==> src/rtl/pkt_rr_scheduler_pkg.sv <==
// Shared types and defaults for the packet round-robin scheduler.
package pkt_sched_pkg;

    localparam int PKT_LEN_W = 4;

    typedef logic [PKT_LEN_W-1:0] pkt_len_t;

    typedef enum logic {
        IDLE = 1'b0,
        XFER = 1'b1
    } sched_state_t;

endpackage

==> src/rtl/pkt_rr_scheduler_pick.sv <==
// Combinational round-robin picker: lowest requesting index at or above ptr, wrapping to 0.
module rr_pick #(
    parameter int NUM_REQ = 4,
    parameter int ID_W    = $clog2(NUM_REQ)
) (
    input  logic [NUM_REQ-1:0] req,
    input  logic [ID_W-1:0]    ptr,
    input  logic               en,
    output logic [NUM_REQ-1:0] gnt,
    output logic [ID_W-1:0]    winner,
    output logic               any_req
);

    always_comb begin
        int unsigned cand;
        any_req = 1'b0;
        winner  = '0;
        gnt     = '0;
        cand    = 0;
        for (int unsigned k = 0; k < NUM_REQ; k++) begin
            cand = (int'(ptr) + k) % NUM_REQ;
            if (!any_req && req[cand]) begin
                any_req = 1'b1;
                winner  = ID_W'(cand);
            end
        end
        if (en && any_req) begin
            gnt[winner] = 1'b1;
        end
    end

endmodule

==> src/rtl/pkt_rr_scheduler.sv <==
// Packet-granular round-robin scheduler: grants one source per packet and
// sequences its len+1 beats onto the shared sop/vld/eop/len stream.
module pkt_rr_scheduler
    import pkt_sched_pkg::*;
#(
    parameter int NUM_REQ = 4,
    parameter int LEN_W   = PKT_LEN_W,
    localparam int ID_W   = $clog2(NUM_REQ)
) (
    input  logic                     clk,
    input  logic                     rst,
    input  logic [NUM_REQ-1:0]       req,
    input  logic [NUM_REQ*LEN_W-1:0] req_len,
    output logic [NUM_REQ-1:0]       gnt,
    input  logic                     out_rdy,
    output logic                     sop,
    output logic                     vld,
    output logic                     eop,
    output logic [LEN_W-1:0]         len,
    output logic [ID_W-1:0]          src_id
);

    sched_state_t     state;
    logic [LEN_W-1:0] beat_cnt;
    logic [LEN_W-1:0] len_q;
    logic [ID_W-1:0]  src_q;
    logic [ID_W-1:0]  ptr;
    logic [ID_W-1:0]  winner;
    logic             any_req;
    logic             accept;
    logic             grant_en;
    logic             grant;

    assign vld    = (state == XFER);
    assign sop    = vld && (beat_cnt == '0);
    assign eop    = vld && (beat_cnt == len_q);
    assign len    = len_q;
    assign src_id = src_q;

    assign accept = vld && out_rdy;
    // Granting on the eop-accept cycle lets the next sop follow with no gap.
    assign grant_en = !rst && ((state == IDLE) || (accept && eop));
    assign grant    = grant_en && any_req;

    rr_pick #(
        .NUM_REQ (NUM_REQ),
        .ID_W    (ID_W)
    ) u_pick (
        .req     (req),
        .ptr     (ptr),
        .en      (grant_en),
        .gnt     (gnt),
        .winner  (winner),
        .any_req (any_req)
    );

    always_ff @(posedge clk) begin
        if (rst) begin
            state    <= IDLE;
            beat_cnt <= '0;
            len_q    <= '0;
            src_q    <= '0;
            ptr      <= '0;
        end else if (grant) begin
            state    <= XFER;
            beat_cnt <= '0;
            len_q    <= req_len[winner*LEN_W +: LEN_W];
            src_q    <= winner;
            ptr      <= (winner == ID_W'(NUM_REQ - 1)) ? '0 : winner + 1'b1;
        end else if (accept) begin
            if (eop) begin
                state <= IDLE;
            end else begin
                beat_cnt <= beat_cnt + 1'b1;
            end
        end
    end

    // Stream rules on the shared output.
    a_sop_vld: assert property (@(posedge clk) disable iff (rst) sop |-> vld);
    a_eop_vld: assert property (@(posedge clk) disable iff (rst) eop |-> vld);
    a_len_hold: assert property (@(posedge clk) disable iff (rst)
                                 (vld && !eop) |=> $stable(len));
    a_gnt_1hot: assert property (@(posedge clk) $onehot0(gnt));

endmodule

==> config.mk <==
export PLATFORM = sky130hd
export DESIGN_NAME = pkt_rr_scheduler
export DESIGN_NICKNAME = d
export VERILOG_FILES = /design/src/rtl/pkt_rr_scheduler_pkg.sv /design/src/rtl/pkt_rr_scheduler_pick.sv /design/src/rtl/pkt_rr_scheduler.sv
export SDC_FILE = /design/constraint.sdc
export NUM_CORES = 1
export LEC_CHECK = 0
export CAP_MARGIN = 20
export CELL_PAD_IN_SITES_DETAIL_PLACEMENT = 1
export CELL_PAD_IN_SITES_GLOBAL_PLACEMENT = 1
export CORE_ASPECT_RATIO = 1.4
export CORE_MARGIN = 4
export CORE_UTILIZATION = 31
export CTS_BUF_LIST = sky130_fd_sc_hd__clkbuf_4 sky130_fd_sc_hd__clkbuf_8
export DETAILED_ROUTE_END_ITERATION = 12
export PLACE_DENSITY = 0.82
export SYNTH_ARGS = -nofsm -noshare
export SYNTH_HDL_FRONTEND = slang
export SYNTH_SLANG_ARGS = --single-unit
export TNS_END_PERCENT = 10
==> constraint.sdc <==
create_clock -name clk -period 2.4 [get_ports clk]
set_input_delay 0.48 -clock clk [delete_from_list [all_inputs] [get_ports clk]]
set_output_delay 0.48 -clock clk [all_outputs]
set_load 0.05 [all_outputs]
# Word level (Yosys, flattened, before mapping)
# Index checks and enable logic that the tools add are counted.
# classes
add_sub_neg,5
n_lt_le_gt_ge,6
eq_ne,2
shifts,1
mux,23
bitwise_logic,2
reduce_logical,21
# op_table
operator,count
$shiftx 16x5->4,1
$lt 2x3->1 const B,5
$mux 1,12
$logic_and 1x1->1,10
$mux 2,5
$bmux 1 s2,4
$add 2x1->2 const B,2
$add 2x2->2 const B,2
$add 4x1->4 const B,1
$eq 4x4->1,1
$logic_not 1->1,4
$logic_not 4->1,1
$mux 4,1
$reduce_and 2->1,2
$reduce_bool 2->1,2
$demux 1 s2,1
$eq 2x2->1 const B,1
$ge 2x1->1 const B,1
$not 1->1,2
$reduce_or 2->1,1
$logic_or 1x1->1,1
# totals
reg_bits,13
out_inout_bits,13
word_cells,65

# Longest topological paths before layout
# Gate-level depths: netlist of the first run.
# logic_depth
word_depth,17
depth_mapped,7

# Modules after synthesis
# A second synthesis of the first run with hierarchy kept.
# unflattened
cells_unflattened,100
area_unflattened_um2,885.8
# by_module_without_submodules
module,n_inst,cells_per_inst,area_per_inst_um2,seq_area_each_um2
pkt_rr_scheduler,1,80,760.7,260.2
rr_pick,1,20,125.1,0.0

# Worst setup path before layout of the first run
# OpenSTA, ideal clock, no wires.
# synth_timing
path_type,reg2out
start,reg state (netlist: vld)
end,out sop
arrival_time_ns,2.192
required_time_ns,1.920
slack_ns,-0.272
path_stages_with_launch,2
n_path_buf,0
cell_sequence,dfxtp_1 -> nor4bb_1
# synth_between
elab_chain_len,1
# synth_lines
element,line,rtl
start: declaration,pkt_rr_scheduler.sv:23,sched_state_t state;
start signal: assignment,pkt_rr_scheduler.sv:59,state <= IDLE;
start signal: assignment,pkt_rr_scheduler.sv:65,state <= XFER;
start signal: assignment,pkt_rr_scheduler.sv:72,state <= IDLE;
$logic_and 1x1->1,pkt_rr_scheduler.sv:35,assign sop = vld && (beat_cnt == '0);
end: declaration,pkt_rr_scheduler.sv:16,"output logic sop,"
# No other way between the ends.

# Worst setup path after layout of the first run
# layout_timing
start,reg beat_cnt[2]
end,out gnt[2]
# layout_between
elab_chain_len,7
# layout_lines
element,line,rtl
start: declaration,pkt_rr_scheduler.sv:24,logic [LEN_W-1:0] beat_cnt;
start signal: assignment,pkt_rr_scheduler.sv:74,beat_cnt <= beat_cnt + 1'b1;
$eq 4x4->1,pkt_rr_scheduler.sv:36,assign eop = vld && (beat_cnt == len_q);
$logic_and 1x1->1,pkt_rr_scheduler.sv:36,
$logic_and 1x1->1,pkt_rr_scheduler.sv:42,assign grant_en = !rst && ((state == IDLE) || (accept && eop));
$logic_or 1x1->1,pkt_rr_scheduler.sv:42,
$logic_and 1x1->1,pkt_rr_scheduler.sv:42,
$logic_and 1x1->1,pkt_rr_scheduler_pick.sv:27,if (en && any_req) begin
$mux 4,pkt_rr_scheduler_pick.sv:27,
end: declaration,pkt_rr_scheduler.sv:14,"output logic [NUM_REQ-1:0] gnt,"
# No other way between the ends.

==> flow_metrics.env, run 1 <==
export IMPL_cts_root_buf="clkbuf_4"
export IMPL_drc=0
export IMPL_grt_use_total=0.1488
export IMPL_grt_pass1_vias=871
export IMPL_avgRoutedWirePerCell_um=15.81
export IMPL_yosysWarnings=0
export IMPL_seqPwrFrac=0.322
export IMPL_clk_pin_slew_worst_paths_ps=90
export IMPL_irDropWorstVdd_mv=0.3014
export IMPL_ys_flop_type="dfxtp_1"
export IMPL_clockPowerShare=0.180
export IMPL_ys_types=29
export IMPL_insertion_delay_ps=290
export IMPL_fmax_ghz=0.4273
export IMPL_powerDensity_mw_per_mm2=628.4
export IMPL_diodes=0
export IMPL_max_slew_margin_rel=0.6527
export IMPL_cts_tree="built"
export IMPL_cts_sinks=13
export IMPL_core_mm2=0.002470
export IMPL_synthMuxAreaShare=0.1223
export IMPL_synthCells=83
export IMPL_drive_gt1_frac=0.3488
export IMPL_grt_overflow_total=0
export IMPL_ys_ff_latch=13
export IMPL_synth_compound_area_frac=0.1988
export IMPL_worstSetupStartpointType="flip-flop"
export IMPL_wl_mm=2.577
export IMPL_die_h_um=68.79
export IMPL_yosysTopAreaCell="dfxtp_1"
export IMPL_hold_viol=0
export IMPL_critPathRequiredTime_ps=1920
export IMPL_outcome="complete, no violations"
export IMPL_cp_max_fo=5
export IMPL_final_cell_area_mm2=0.001373
export IMPL_vias=829
export IMPL_period_needed_ps=2340
export IMPL_synth_xor_area_share=0.07492
export IMPL_grt_max_degree=9
export IMPL_synth_top_family_by_area="compound AO/OA/AOI/OAI gates"
export IMPL_hold_path_class="reg -> reg"
export IMPL_place_ws_ps=-206.7
export IMPL_port_buffers=35
export IMPL_setup_viol=0
export IMPL_rows=21
export IMPL_layout_setup_ws_ps=59.88
export IMPL_switching_power_w=0.0003309
export IMPL_power_leakage_nw=0.5566
export IMPL_fp_dieW_um=51.42
export IMPL_post_synth_fa_ha_maj_area_fraction=0.09174
export IMPL_synth_edf_count=0
export IMPL_synth_simple_area_share=0.1391
export IMPL_drt_iter0_markers=5
export IMPL_syn_cell_area_um2=818.3
export IMPL_cts_made_buffers=3
export IMPL_final_nets=159
export IMPL_detail_route_antenna_nets=0
export IMPL_internal_power_w=0.0005316
export IMPL_crit_type="reg -> out"
export IMPL_die_area_mm2=0.003537
export IMPL_p_sw_frac=0.3836
export IMPL_worst_pin_slew_ps=519.4
export IMPL_gp_congestion=0.6719
export IMPL_p_comb_frac=0.498
export IMPL_postPlaceCellArea_mm2=0.001269
export IMPL_fin_worst_skew_ps=11.05
export IMPL_routed_via_density=5.086
export IMPL_synthTopCellsByArea="dfxtp_1, mux4_2, ha_1, a22o_1, xnor2_1"
export IMPL_drv_cap=0
export IMPL_dp_hpwl_mm=2.008
export IMPL_place_inst=157
export IMPL_clock_path_buffers=2
export IMPL_synth_top_cell_area_share=0.3180
export IMPL_drv_slew=0
export IMPL_syn_nets=112
export IMPL_ioPinCount=36
export IMPL_drt_pass1_iterations=4
export IMPL_fin_crit_sh=0.9750
export IMPL_finalPower_w=0.0008625
export IMPL_antenna_found_initial=0
export IMPL_avgSynthCellArea_um2=9.859
export IMPL_postSynth_asyncResetShare=0
export IMPL_endpoint_kind="primary output"
export IMPL_syn2layout_area_growth_pct=67.74
export IMPL_cp_arrival_ps=1860
export IMPL_grt_pass1_wl_mm=4.008
export IMPL_cts_max_level=1
export IMPL_ys_seq_area_frac=0.3180
export IMPL_initial_core_util=0.3313
export IMPL_finalNonFillerCells=163
[stage by stage]
| step | setup TNS, ps | hold slack, ps | utilization |
|---|---|---|---|
| after global routing | -96.75 | 508.5 | 0.5557 |
| after CTS | 0 | 486.4 | 0.5319 |
| after detailed placement | -1066 | 464.7 | 0.5137 |
| final | 0 | 485.5 | 0.5557 |
| after global placement | -650.5 | 460.0 | 0.5137 |
| after floorplan | -649.3 | 490.8 | - |
[placed cells by master (no fill, tap or decap), types with 4 or more instances in the layout]
| master | count |
|---|---|
| nor2_1 | 5 |
| a21oi_1 | 5 |
| xnor2_2 | 4 |
| dfxtp_2 | 9 |
| ha_1 | 6 |
| dfxtp_1 | 4 |
| a22o_1 | 8 |
| dlygate4sd2_1 | 4 |
| and2_1 | 5 |
| clkdlybuf4s50_1 | 25 |
| buf_4 | 12 |
| mux4_2 | 4 |
| clkbuf_4 | 4 |
| inv_1 | 6 |
[critical path, cell delays in order (launching register included)]
cell and delay, ps:
dfxtp_2 370, xnor2_2 150, and4_1 230, a21bo_2 250, and3b_2 230, and2_1 190
buf_12 150
[cells by family (layout without fill, tap and decap cells)]
logic type               after synthesis  in the layout
multiplexers                           5              5
flip-flops                            13             13
AND/OR/NAND/NOR                       20             20
XOR/XNOR                               7              7
AO/OA/AOI/OAI                         22             22
adder cells (fa/ha/maj)                6              6
buffers and inverters                 10             56
[layout make-up]
class | count | area (um^2)
clock buffers | 4 | 30.03
inverters | 7 | 26.28
multi-input cells | 60 | 564.3
flip-flops and latches | 13 | 271.5
fillers | 295 | 1097
repair buffers | 45 | 437.9
well taps | 34 | 42.54
[power groups by stage]
stage                     clock, W  sequential [W]  combinational, W
final                     0.000155        0.000278          0.000430
after CTS                 0.000150        0.000268          0.000410
after detailed placement         0        0.000273          0.000402
after global routing      0.000166        0.000284          0.000459
after floorplan                  0        0.000326          0.000196
after global placement           0        0.000271          0.000390
[flip-flops by register name, indices dropped and copies added (netlist names)]
register	count
ptr	2
len	4
src_id	2
beat_cnt	4
vld	1
[Yosys cell counts, drive strengths merged, types with 2 or more instances]
master	instances
nor2	5
a22o	8
ha	6
inv	7
and2	5
nand2	3
mux4	4
xnor2	5
a21oi	6
xor2	2
dfxtp	13
clkbuf	2
[final timing paths]
path	endpoint	startpoint	slack [ps]	cells after the start
max	gnt[2]	beat_cnt[2]	60	6
min	src_id[1]	src_id[1]	490	1
max reg2reg	len[2]	ptr[0]	550	8
min reg2reg	src_id[1]	src_id[1]	490	1
[routing by layer]
layer  vias up  share of wire  GRT usage
met1       408           0.35     0.1526
li1        391              -          -
met2        24           0.59     0.3010
met3         6          0.038    0.02796
met5         -              0          0
met4         0          0.019    0.03934
[what timing repair did]
item,4_1_cts,5_1_grt
gates resized for setup,9,16
endpoints found under the setup margin,4,4
hold buffers,0,0
buffers inserted,1,1
pin swaps,2,2
No activity file was read; power rests on OpenSTA's default activity.
==> run 2, diff against run 1 <==
CORE_ASPECT_RATIO = unset   (was 1.4)
==> run 2 against run 1 <==
  * Core utilization shrank 2.0 points
  * Largest cell class unchanged
  * Clock skew shrank 4.1 ps
  * Cell count shrank 1.8%
  * Wire length shrank 3.8%
  * Sequential share of layout area grew 0.29 points
  * Non-clock buffer count grew 1
  * Die area shrank 0.33%
  * Count of clock-buffer cells in the layout is the same
  * Total power shrank 1.4%
  * Cell area shrank 2.4%
  * Via count shrank 1.6%
  * Register-to-register slack lost 160 ps
==> flow_metrics.env, run 2 (same netlist as run 1, synthesis figures left out) <==
export IMPL_gp_congestion=0.7009
export IMPL_drt_pass1_iterations=4
export IMPL_crit_type="reg -> out"
export IMPL_period_needed_ps=2342
export IMPL_grt_use_total=0.1520
export IMPL_internal_power_w=0.0005277
export IMPL_drive_gt1_frac=0.3308
export IMPL_grt_pass1_wl_mm=3.939
export IMPL_fp_dieW_um=59.38
export IMPL_initial_core_util=0.3273
export IMPL_syn2layout_area_growth_pct=63.76
export IMPL_diodes=0
export IMPL_drt_iter0_markers=10
export IMPL_hold_viol=0
export IMPL_rows=18
export IMPL_clk_pin_slew_worst_paths_ps=80
export IMPL_cp_arrival_ps=1860
export IMPL_cts_max_level=1
export IMPL_core_mm2=0.002500
export IMPL_seqPwrFrac=0.320
export IMPL_layout_common_cells="clkdlybuf4s50_1, buf_4, a22o_1, dfxtp_1, inv_1"
export IMPL_drv_cap=0
export IMPL_die_area_mm2=0.003525
export IMPL_layout_commonest_cell="clkdlybuf4s50_1"
export IMPL_worst_pin_slew_ps=521.1
export IMPL_p_comb_frac=0.503
export IMPL_irDropWorstVdd_mv=0.3471
export IMPL_vias=816
export IMPL_outcome="complete, no violations"
export IMPL_powerDensity_mw_per_mm2=634.4
export IMPL_slowest_stage="dfxtp_4"
export IMPL_drc=0
export IMPL_hold_path_class="reg -> reg"
export IMPL_fmax_ghz=0.4270
export IMPL_drv_slew=0
export IMPL_cts_sinks=13
export IMPL_cts_made_buffers=3
export IMPL_ioPinCount=36
export IMPL_wl_met1_um=982
export IMPL_power_leakage_nw=0.5519
export IMPL_fin_worst_skew_ps=6.988
export IMPL_insertion_delay_ps=280
export IMPL_final_nets=160
export IMPL_startpoint="ptr[1]"
export IMPL_fin_crit_sh=0.9757
export IMPL_path_cells="mux2i_1 -> o22ai_1 -> or2_1 -> buf_4 -> ha_1 -> and2_4 -> buf_12"
export IMPL_hp_start="src_id[0]"
export IMPL_final_cell_area_mm2=0.001340
export IMPL_cpLargestDelayFamily="flip-flops"
export IMPL_cp_max_fo=5
export IMPL_grt_max_degree=9
export IMPL_critPathBufInv=2
export IMPL_die_h_um=59.38
export IMPL_critPathRequiredTime_ps=1920
export IMPL_setup_viol=0
export IMPL_switching_power_w=0.0003224
export IMPL_grt_pass1_vias=856
export IMPL_fin_tns_setup_ps=0
export IMPL_cpPeakStageDelay_ps=390
export IMPL_clockPowerShare=0.177
export IMPL_dp_hpwl_mm=1.892
export IMPL_clock_path_buffers=2
export IMPL_postPlaceCellArea_mm2=0.001256
export IMPL_p_sw_frac=0.3792
export IMPL_avgRoutedWirePerCell_um=15.49
export IMPL_met3_length_um=196
export IMPL_hold_buffers=0
export IMPL_max_slew_margin_rel=0.6515
export IMPL_worst_hold_slack_ps=490.9
export IMPL_wl_met2_mm=1.258
export IMPL_endpoint_kind="primary output"
export IMPL_fillers=281
export IMPL_top_layer="met4"
export IMPL_antenna_found_initial=0
export IMPL_routed_via_density=5.100
export IMPL_fin_util=0.5360
export IMPL_wl_mm=2.478
export IMPL_rr_startpoint="ptr[1]"
export IMPL_detail_route_antenna_nets=0
export IMPL_grt_overflow_total=0
export IMPL_cts_tree="built"
export IMPL_port_buffers=35
export IMPL_worstSetupStartpointType="flip-flop"
export IMPL_grt_setup_unrepaired="true"
export IMPL_cts_root_buf="clkbuf_4"
[run 2: changes by cell type in the layout (fill, tap and decap cells not counted), moves of 2 or more]
| cell | previous run | this run |
|---|---|---|
| and2_1 | 5 | 3 |
| xnor2_1 | 1 | 4 |
| buf_4 | 12 | 14 |
| dfxtp_2 | 9 | 4 |
| dlygate4sd2_1 | 4 | 1 |
| dfxtp_1 | 4 | 8 |
| xnor2_2 | 4 | 1 |
| clkbuf_2 | 0 | 2 |
| and2_4 | 0 | 2 |
[run 2: repair_timing]
action                     CTS  global route
setup endpoints to repair    4             4
pin swaps                    1             3
resized for setup           12            15
buffers inserted             0             4
[run 2: worst reg2reg max path: stages (launching register included)]
cell,delay (ps)
dfxtp_4,380
buf_4,140
nand2b_1,150
a21oi_1,140
or2_1,130
buf_4,130
buf_4,140
mux4_2,510
a22o_1,190
[run 2: layer usage]
metal | GRT usage | up-vias
met5 | 0 | -
met4 | 0.05825 | 0
met3 | 0.04793 | 5
met2 | 0.2668 | 32
met1 | 0.1691 | 385
li1 | - | 394
[run 2: final cells by class]
type	instances	area [um^2]	share of cell area
well taps	30	37.54	0.02801
multi-input cells	60	546.8	0.4080
inverters	7	26.28	0.01961
clock buffers	4	30.03	0.02241
repair buffers	46	430.4	0.3212
flip-flops and latches	13	269.0	0.2007
[run 2: path summary, 6_finish.rpt]
path / end / cells after the start / slack (ps)
max: gnt[2] / 7 / 60
min: src_id[0] / 1 / 490
max reg2reg: len[2] / 8 / 390
min reg2reg: src_id[0] / 1 / 490
[run 2: power by group through the flow]
stage | logic (W) | clock network [W] | registers [W]
floorplan | 0.000196 | 0 | 0.000326
global placement | 0.000391 | 0 | 0.000271
detailed placement | 0.000397 | 0 | 0.000273
CTS | 0.000401 | 0.000155 | 0.000269
global route | 0.000460 | 0.000161 | 0.000277
finish | 0.000428 | 0.000151 | 0.000272
[run 2: through the flow]
| stage | instances | power [W] | setup WS (ps) |
|---|---|---|---|
| finish | 160 | 0.0008501 | 58.22 |
| global placement | 152 | 0.0006623 | -192.1 |
| global route | 160 | 0.0008983 | -39.58 |
| detailed placement | 152 | 0.0006698 | -321.8 |
| CTS | 156 | 0.0008250 | 18.96 |
| floorplan | 83 | 0.0005229 | -162.3 |
